### src/rtl/ifu_fetch_queue.sv
// Instruction-fetch front end: issues in-order word fetches under a credit limit,
// buffers returned instructions with their PCs and hands them to decode.
module ifu_fetch_queue #(
    parameter logic [63:0] RESET_PC = 64'h0000_0000_8000_0000,
    parameter int          DEPTH    = 2
) (
    input  logic        clk,
    input  logic        rst,
    output logic        imem_req_valid,
    input  logic        imem_req_ready,
    output logic [63:0] imem_req_addr,
    input  logic        imem_resp_valid,
    input  logic [31:0] imem_resp_data,
    input  logic        redirect_valid,
    input  logic [63:0] redirect_pc,
    output logic        inst_valid,
    input  logic        inst_ready,
    output logic [31:0] inst_o,
    output logic [63:0] pc_o
);

    localparam int PW = $clog2(DEPTH);
    localparam int CW = PW + 1;

    logic [63:0]   fetch_pc;
    logic [63:0]   resp_pc;
    logic [CW-1:0] outstanding;
    logic [CW-1:0] stale;
    logic [CW-1:0] fifo_count;
    logic [PW-1:0] rd_ptr;
    logic [PW-1:0] wr_ptr;
    logic [31:0]   inst_mem [DEPTH];
    logic [63:0]   pc_mem   [DEPTH];

    logic [CW+1:0] credit_used;
    logic          credit_ok;
    logic          fifo_empty;
    logic          req_fire;
    logic          resp_live;
    logic          resp_drop;
    logic          push;
    logic          pop;
    logic [63:0]   redirect_tgt;

    // Handshakes: a transfer happens on a cycle where valid && ready are both high
    // at the rising edge; valid never depends on ready. Responses have no ready.
    assign credit_used  = (CW+2)'(outstanding) + (CW+2)'(stale) + (CW+2)'(fifo_count);
    assign credit_ok    = credit_used < (CW+2)'(DEPTH);
    assign fifo_empty   = (fifo_count == '0);
    assign redirect_tgt = redirect_pc & ~64'h3;

    assign imem_req_valid = rst && !redirect_valid && credit_ok;
    assign imem_req_addr  = fetch_pc;
    assign req_fire       = imem_req_valid && imem_req_ready;

    assign resp_drop = imem_resp_valid && (stale != '0);
    assign resp_live = imem_resp_valid && (stale == '0);
    assign push      = resp_live && !redirect_valid;

    // A redirect hides the head so a same-cycle handshake never looks like a consume.
    assign inst_valid = !fifo_empty && !redirect_valid;
    assign pop        = inst_valid && inst_ready;
    assign inst_o     = fifo_empty ? 32'h0 : inst_mem[rd_ptr];
    assign pc_o       = fifo_empty ? 64'h0 : pc_mem[rd_ptr];

    always_ff @(posedge clk or negedge rst) begin
        if (!rst) begin
            fetch_pc    <= RESET_PC;
            resp_pc     <= RESET_PC;
            outstanding <= '0;
            stale       <= '0;
            fifo_count  <= '0;
            rd_ptr      <= '0;
            wr_ptr      <= '0;
        end else if (redirect_valid) begin
            // Everything still in flight becomes stale; a response this cycle is
            // dropped, whichever counter it would have retired.
            fetch_pc    <= redirect_tgt;
            resp_pc     <= redirect_tgt;
            outstanding <= '0;
            stale       <= stale + outstanding - CW'(imem_resp_valid);
            fifo_count  <= '0;
            rd_ptr      <= '0;
            wr_ptr      <= '0;
        end else begin
            if (req_fire) begin
                fetch_pc <= fetch_pc + 64'd4;
            end
            outstanding <= outstanding + CW'(req_fire) - CW'(resp_live);
            stale       <= stale - CW'(resp_drop);
            if (push) begin
                resp_pc <= resp_pc + 64'd4;
                wr_ptr  <= wr_ptr + PW'(1);
            end
            if (pop) begin
                rd_ptr <= rd_ptr + PW'(1);
            end
            fifo_count <= fifo_count + CW'(push) - CW'(pop);
        end
    end

    always_ff @(posedge clk) begin
        if (push) begin
            inst_mem[wr_ptr] <= imem_resp_data;
            pc_mem[wr_ptr]   <= resp_pc;
        end
    end

`ifndef SYNTHESIS
    a_no_overflow: assert property (@(posedge clk) disable iff (!rst)
        !(push && fifo_count == CW'(DEPTH)));
    a_credit_bound: assert property (@(posedge clk) disable iff (!rst)
        credit_used <= (CW+2)'(DEPTH));
`endif

endmodule

### config.mk
export PLATFORM = sky130hd
export DESIGN_NAME = ifu_fetch_queue
export DESIGN_NICKNAME = d
export VERILOG_FILES = /design/src/rtl/ifu_fetch_queue.sv
export SDC_FILE = /design/constraint.sdc
export NUM_CORES = 1
export LEC_CHECK = 0
export ABC_AREA = 1
export CAP_MARGIN = 10
export CORE_MARGIN = 4
export CORE_UTILIZATION = 55
export CTS_CLUSTER_DIAMETER = 30
export DETAILED_ROUTE_END_ITERATION = 10
export PLACE_DENSITY = 0.83
export SETUP_SLACK_MARGIN = 0.1
export SYNTH_ARGS = -nofsm -noshare
export SYNTH_HDL_FRONTEND = slang
export SYNTH_SLANG_ARGS = --single-unit
### constraint.sdc
create_clock -name clk -period 6.3 [get_ports clk]
set_clock_uncertainty 0.05 [all_clocks]
set_input_delay 1.575 -clock clk [delete_from_list [all_inputs] [get_ports clk]]
set_output_delay 1.575 -clock clk [all_outputs]
set_load 0.01 [all_outputs]
==> impl_metrics.ini, run 1 <==
[worst_setup_path]
r2r_cells = 10
cp.arrival_ps = 3160
endpoint = inst_o[8]
r2r_end = imem_req_addr[60]
path_cells = inv_2, buf_4, nand2_1, a21oi_1, clkdlybuf4s50_1
cp_slowest_cell = inv_2
critical_path.max_fanout = 59
worst-endpoint-required_ps = 4680
crit_start = rd_ptr
critPathKind = flip-flop to primary output
critical-path-max-stage-delay_ps = 730
rrSetupSlack_ps = 2710
reg2reg_from = stale[1]
cp-start-kind = flip-flop
cp-end-kind = primary output

[finish]
fin_area_sq_um = 22200
fill_cells = 2187
layout-drive-gt1-share = 0.0697
multi_input_area_sq_um = 6960
nets = 2470
final_core_utilization = 0.726
area_growth_pct = 30.8
ff_latch_area_sq_um = 8950
n_antenna_cell = 0
final_cells = 2805

[place]
dp_cells = 2682
portBuffers = 257
place_ws_ps = 1690
place_hpwl_um = 38300
postPlaceCellArea_sq_um = 19800
place_congestion = 0.987

[logic_synthesis]
synth.distinct_cells = 45
synth_area_leaders = edfxtp_1 (33%), dfrtp_1 (19%), nand2_1 (15%)
yosysTopAreaCell = edfxtp_1
syn_area_sq_um = 16900
async_reset_ff_frac = 0.413
ys.flop_type = edfxtp_1
yosysWarnings = 0
ys_seq_elements = 320
synth_edf_count = 188
synth_top_cell_area_share = 0.333
netlist_instances = 2088
seq_area_frac_synth = 0.528
syn_area_per_cell_sq_um = 8.12

[power]
power_switching_share = 0.331
power.density_nw_per_um2 = 381
switchingPower_mw = 2.80
ir_drop_mv = 0.207
combPwrFrac = 0.236
total_power_mw = 8.45
p_int_mw = 5.65
p_clk_frac = 0.414
p_seq_frac = 0.350
p_leak_nw = 8.93

[sta]
hold_viol_final = 0
hold_slack_ps = 467
fin_crit_sh = 0.760
relSlewSlack = 0.305
finalSetupViolCount = 0
fin_setup_tns_ps = 0
post-route-min-period_ps = 4790
timing.final.ws_setup_ps = 1510
max_freq_mhz = 209
grt_setup_unrepaired = false
slew_viol_final = 0
worst_pin_slew_ps = 1040

[route]
drc_errors = 0
vias = 16100
totalWireLength_um = 56200
drtPass1Iterations = 6
wl_per_cell_um = 20.0
drtIter0Drc = 1700
postRouteAntennaNets = 0
via_per_inst = 5.74

[floorplan]
die_w_um = 184
initial_core_util = 0.555
coreArea_sq_um = 30500
die-area_sq_um = 33700
dieHeight_um = 184
num_io_pins = 264
row_count = 64

[flow_run]
cap_viol_max_count = 0

[clocking]
hold_buffers = 0
cts_resized = 0
numCtsBuffers = 66
path_clk_slew_ps = 50
cts_tree = done
cts_max_level = 3
post_cts_buffers = 0
ctsLongestPathBuffers = 3
cts-root-buf = clkbuf_16
cts.sink_count = 320
clkLatencyLatePin_ps = 580

[grt]
grt_max_degree = 97
grt_overflow = 0
grt_pass1_wl_um = 86700
grtUsageTotal = 0.327
grt_pass1_vias = 15900
antenna_found_initial = 1

[run_status]
status = finished, final reports clean

[min_path]
hold_class = flip-flop to flip-flop
-- cells in the mapped netlist, drive strengths merged (27+ instances only) --
cell type,count
clkbuf,47
dfrtp,130
edfxtp,188
nand3,147
o21ai,58
xor2,29
inv,194
buf,27
nor2,275
nor3,32
nand4,40
nand2,672
a21oi,150
-- how the worst min path moves through the flow --
stage / from / endpoint / slack, ps / cells past startpoint
after floorplan: resp_pc[52] / pc_mem[0][52] / 410 / 0
after global placement: resp_pc[52] / pc_mem[0][52] / 430 / 0
after detailed placement: resp_pc[52] / pc_mem[1][52] / 450 / 0
after CTS: resp_pc[52] / pc_mem[1][52] / 460 / 0
after global routing: resp_pc[52] / pc_mem[0][52] / 480 / 0
final: resp_pc[52] / pc_mem[0][52] / 470 / 0
-- area by class of cell --
type / count / share of cell area
clock buffer: 76 / 0.0789
sequential: 320 / 0.404
tap: 396 / 0.0224
clock inverter: 46 / 0.0250
timing repair buffer: 270 / 0.122
inverter: 196 / 0.0333
multi-input combinational: 1501 / 0.314
-- critical path, delay by kind of cell, from the launching register on --
family	cells	cell delay, ps
compound gates	1	210
buf+inv	3	1810
flops	1	400
simple gates	1	120
-- cell families (layout without fill, tap and decap cells) --
logic type | after synthesis | count (layout) | share of synthesized area
AND/OR/NAND/NOR | 1173 | 1173 | 0.288
flip-flops | 320 | 320 | 0.528
AO/OA/AOI/OAI | 270 | 270 | 0.0896
buffers and inverters | 270 | 588 | 0.0630
XOR/XNOR | 41 | 41 | 0.0212
adder cells (fa/ha/maj) | 13 | 13 | 0.0100
other | 1 | 4 | 0.000221
-- power groups by stage --
stage	sequential (mW)	clock, mW	combinational (mW)
after floorplan	2.87	0	1.07
after global placement	2.94	0	1.90
after detailed placement	2.96	0	1.95
after CTS	2.93	3.52	1.99
after global routing	2.98	3.63	2.20
final	2.96	3.50	2.00
-- cells in the final DEF, fill, tap and decap left out, types with 12 or more instances in the layout --
cell,n
clkbuf_16,66
ha_1,12
xnor2_1,12
inv_1,189
nand3_1,145
o21ai_0,57
nor3_1,29
o211ai_1,22
edfxtp_1,188
nand2_1,665
clkdlybuf4s50_1,255
dfrtp_1,129
buf_4,12
xor2_1,29
nand4_1,40
clkinv_2,12
o21bai_1,18
nor2_1,260
a21oi_1,150
-- routing by layer --
metal | wire length [um] | global-route usage | vias to the layer above | part of all wire
met1 | 22100 | 0.443 | 7595 | 0.39
met2 | 26200 | 0.524 | 905 | 0.47
met5 | 13 | 0 | - | 0.00023
met3 | 5610 | 0.0637 | 157 | 0.10
met4 | 2250 | 0.133 | 2 | 0.040
li1 | - | - | 7430 | -
-- registers in the layout (all words and copies together) (netlist names) --
register,count
imem_req_addr,62
inst_mem,64
rd_ptr,1
pc_mem,124
stale,2
wr_ptr,1
fifo_count,2
outstanding,2
resp_pc,62
Note: power is estimated with default switching activity, not from simulation.
==> inputs of run 2 (changes only) <==
==> constraint.sdc (replaced) <==
create_clock -name clk -period 4.6 [get_ports clk]
set_clock_uncertainty 0.05 [all_clocks]
set_input_delay 1.15 -clock clk [delete_from_list [all_inputs] [get_ports clk]]
set_output_delay 1.15 -clock clk [all_outputs]
set_load 0.01 [all_outputs]
==> run 2 against run 1 <==
Utilization shrank 0.18 points; register-to-register slack lost 1100 ps; total power grew 36%; critical endpoint is now imem_req_valid; largest power group unchanged; highest routed layer unchanged.
==> impl_metrics.ini, run 2 (synthesis gave the netlist of run 1 again) <==
[run_status]
status = finished, final reports clean

[clocking]
numCtsBuffers = 61
cts-root-buf = clkbuf_16
ctsLongestPathBuffers = 3
cts_resized = 0
path_clk_slew_ps = 60
clkLatencyLatePin_ps = 590
hold_buffers = 0
cts_tree = done
cts.sink_count = 320
post_cts_buffers = 0
cts_max_level = 2

[sta]
hold_slack_ps = 439
grt_setup_unrepaired = false
relSlewSlack = 0.321
fin_crit_sh = 0.870
worst_pin_slew_ps = 1020
slew_viol_final = 0
hold_viol_final = 0
finalSetupViolCount = 0
fin_setup_tns_ps = 0
post-route-min-period_ps = 4000
max_freq_mhz = 250

[worst_setup_path]
cp-start-kind = flip-flop
worst-endpoint-required_ps = 3400
crit_start = stale[1]
critical_path.max_fanout = 4
cp-end-kind = primary output
cp.arrival_ps = 2800
critPathKind = flip-flop to primary output
reg2reg_from = stale[1]

[route]
wl_per_cell_um = 19.5
via_per_inst = 5.71
totalWireLength_um = 54700
postRouteAntennaNets = 0
vias = 16000
drc_errors = 0
drtIter0Drc = 1736
drtPass1Iterations = 5

[min_path]
hold_class = flip-flop to flip-flop
min_from = resp_pc[52]

[power]
p_leak_nw = 8.93
power.density_nw_per_um2 = 518
ir_drop_mv = 0.333

[finish]
layout_commonest_cell = nand2_1
largest_reg_flops = 124
top_regs = pc_mem x124, inst_mem x64
mostFrequentLayoutCells = nand2_1 (665), nor2_1 (260), clkdlybuf4s50_1 (255)
n_antenna_cell = 0
regMostFlops = pc_mem
layout-drive-gt1-share = 0.0690
area_growth_pct = 30.4
final_core_utilization = 0.724
nets = 2467

[grt]
grt_max_degree = 133
grt_pass1_vias = 15500
antenna_found_initial = 1
grtUsageTotal = 0.320
grt_overflow = 0
grt_pass1_wl_um = 85200

[place]
place_hpwl_um = 37700
portBuffers = 257
place_congestion = 1.01

[floorplan]
die-area_sq_um = 33700
coreArea_sq_um = 30500
initial_core_util = 0.555
dieHeight_um = 184
row_count = 64
num_io_pins = 264
die_w_um = 184

[flow_run]
cap_viol_max_count = 0
[run 2: cell types whose count changed in the layout (fill, tap and decap cells not counted), sizes merged]
| cell | change |
|---|---|
| inv | +7 |
| clkinv | -10 |
| clkinvlp | -2 |
| clkbuf | -5 |
| buf | +2 |
| bufinv | +4 |
[run 2: metrics by stage]
stage	worst slack (ps)	power (mW)	std cells	area, sq um
final	599	11.4	2801	22100
after detailed placement	530	6.73	2684	19900
after global routing	478	11.9	2801	22100
after global placement	608	6.66	2684	19900
after floorplan	769	5.40	2091	17000
after CTS	583	11.4	2800	22100
[run 2: worst max-delay path, cell delays in order (launching register included)]
cell	delay [ps]
dfrtp_1	420
inv_1	100
fa_1	500
inv_1	40
ha_1	320
nor3_4	250
clkdlybuf4s50_1	580
[run 2: routing by layer]
metal | vias to the layer above | part of all wire | GRT usage
met5 | - | 0.00033 | 0
met3 | 124 | 0.088 | 0.0491
li1 | 7429 | - | -
met4 | 2 | 0.035 | 0.109
met1 | 7575 | 0.41 | 0.441
met2 | 859 | 0.47 | 0.522
[run 2: final cells by class]
type                    instances  area, sq um
flip-flops and latches        320         8950
fillers                      2218         8410
multi-input cells            1501         6960
repair buffers                272         2780
clock buffers                  71         1610
inverters                     196          737
clock inverters                45          568
well taps                     396          495
[run 2: power breakdown]
part	internal, mW	switching (mW)	total (mW)
clock network	3.06	1.62	4.68
logic	1.16	1.58	2.74
registers	3.51	0.523	4.04
total	7.73	3.72	11.4
[run 2: worst paths after layout]
| path | to | slack [ps] | depth (start not counted) |
|---|---|---|---|
| setup / recovery | imem_req_valid | 600 | 6 |
| hold / removal | pc_mem[0][52] | 440 | 0 |
| setup reg to reg | imem_req_addr[43] | 1610 | 12 |
| hold reg to reg | pc_mem[0][52] | 440 | 0 |
| max in group asynchronous | rd_ptr | 3190 | 2 |
| min in group asynchronous | imem_req_addr[58] | 610 | 2 |
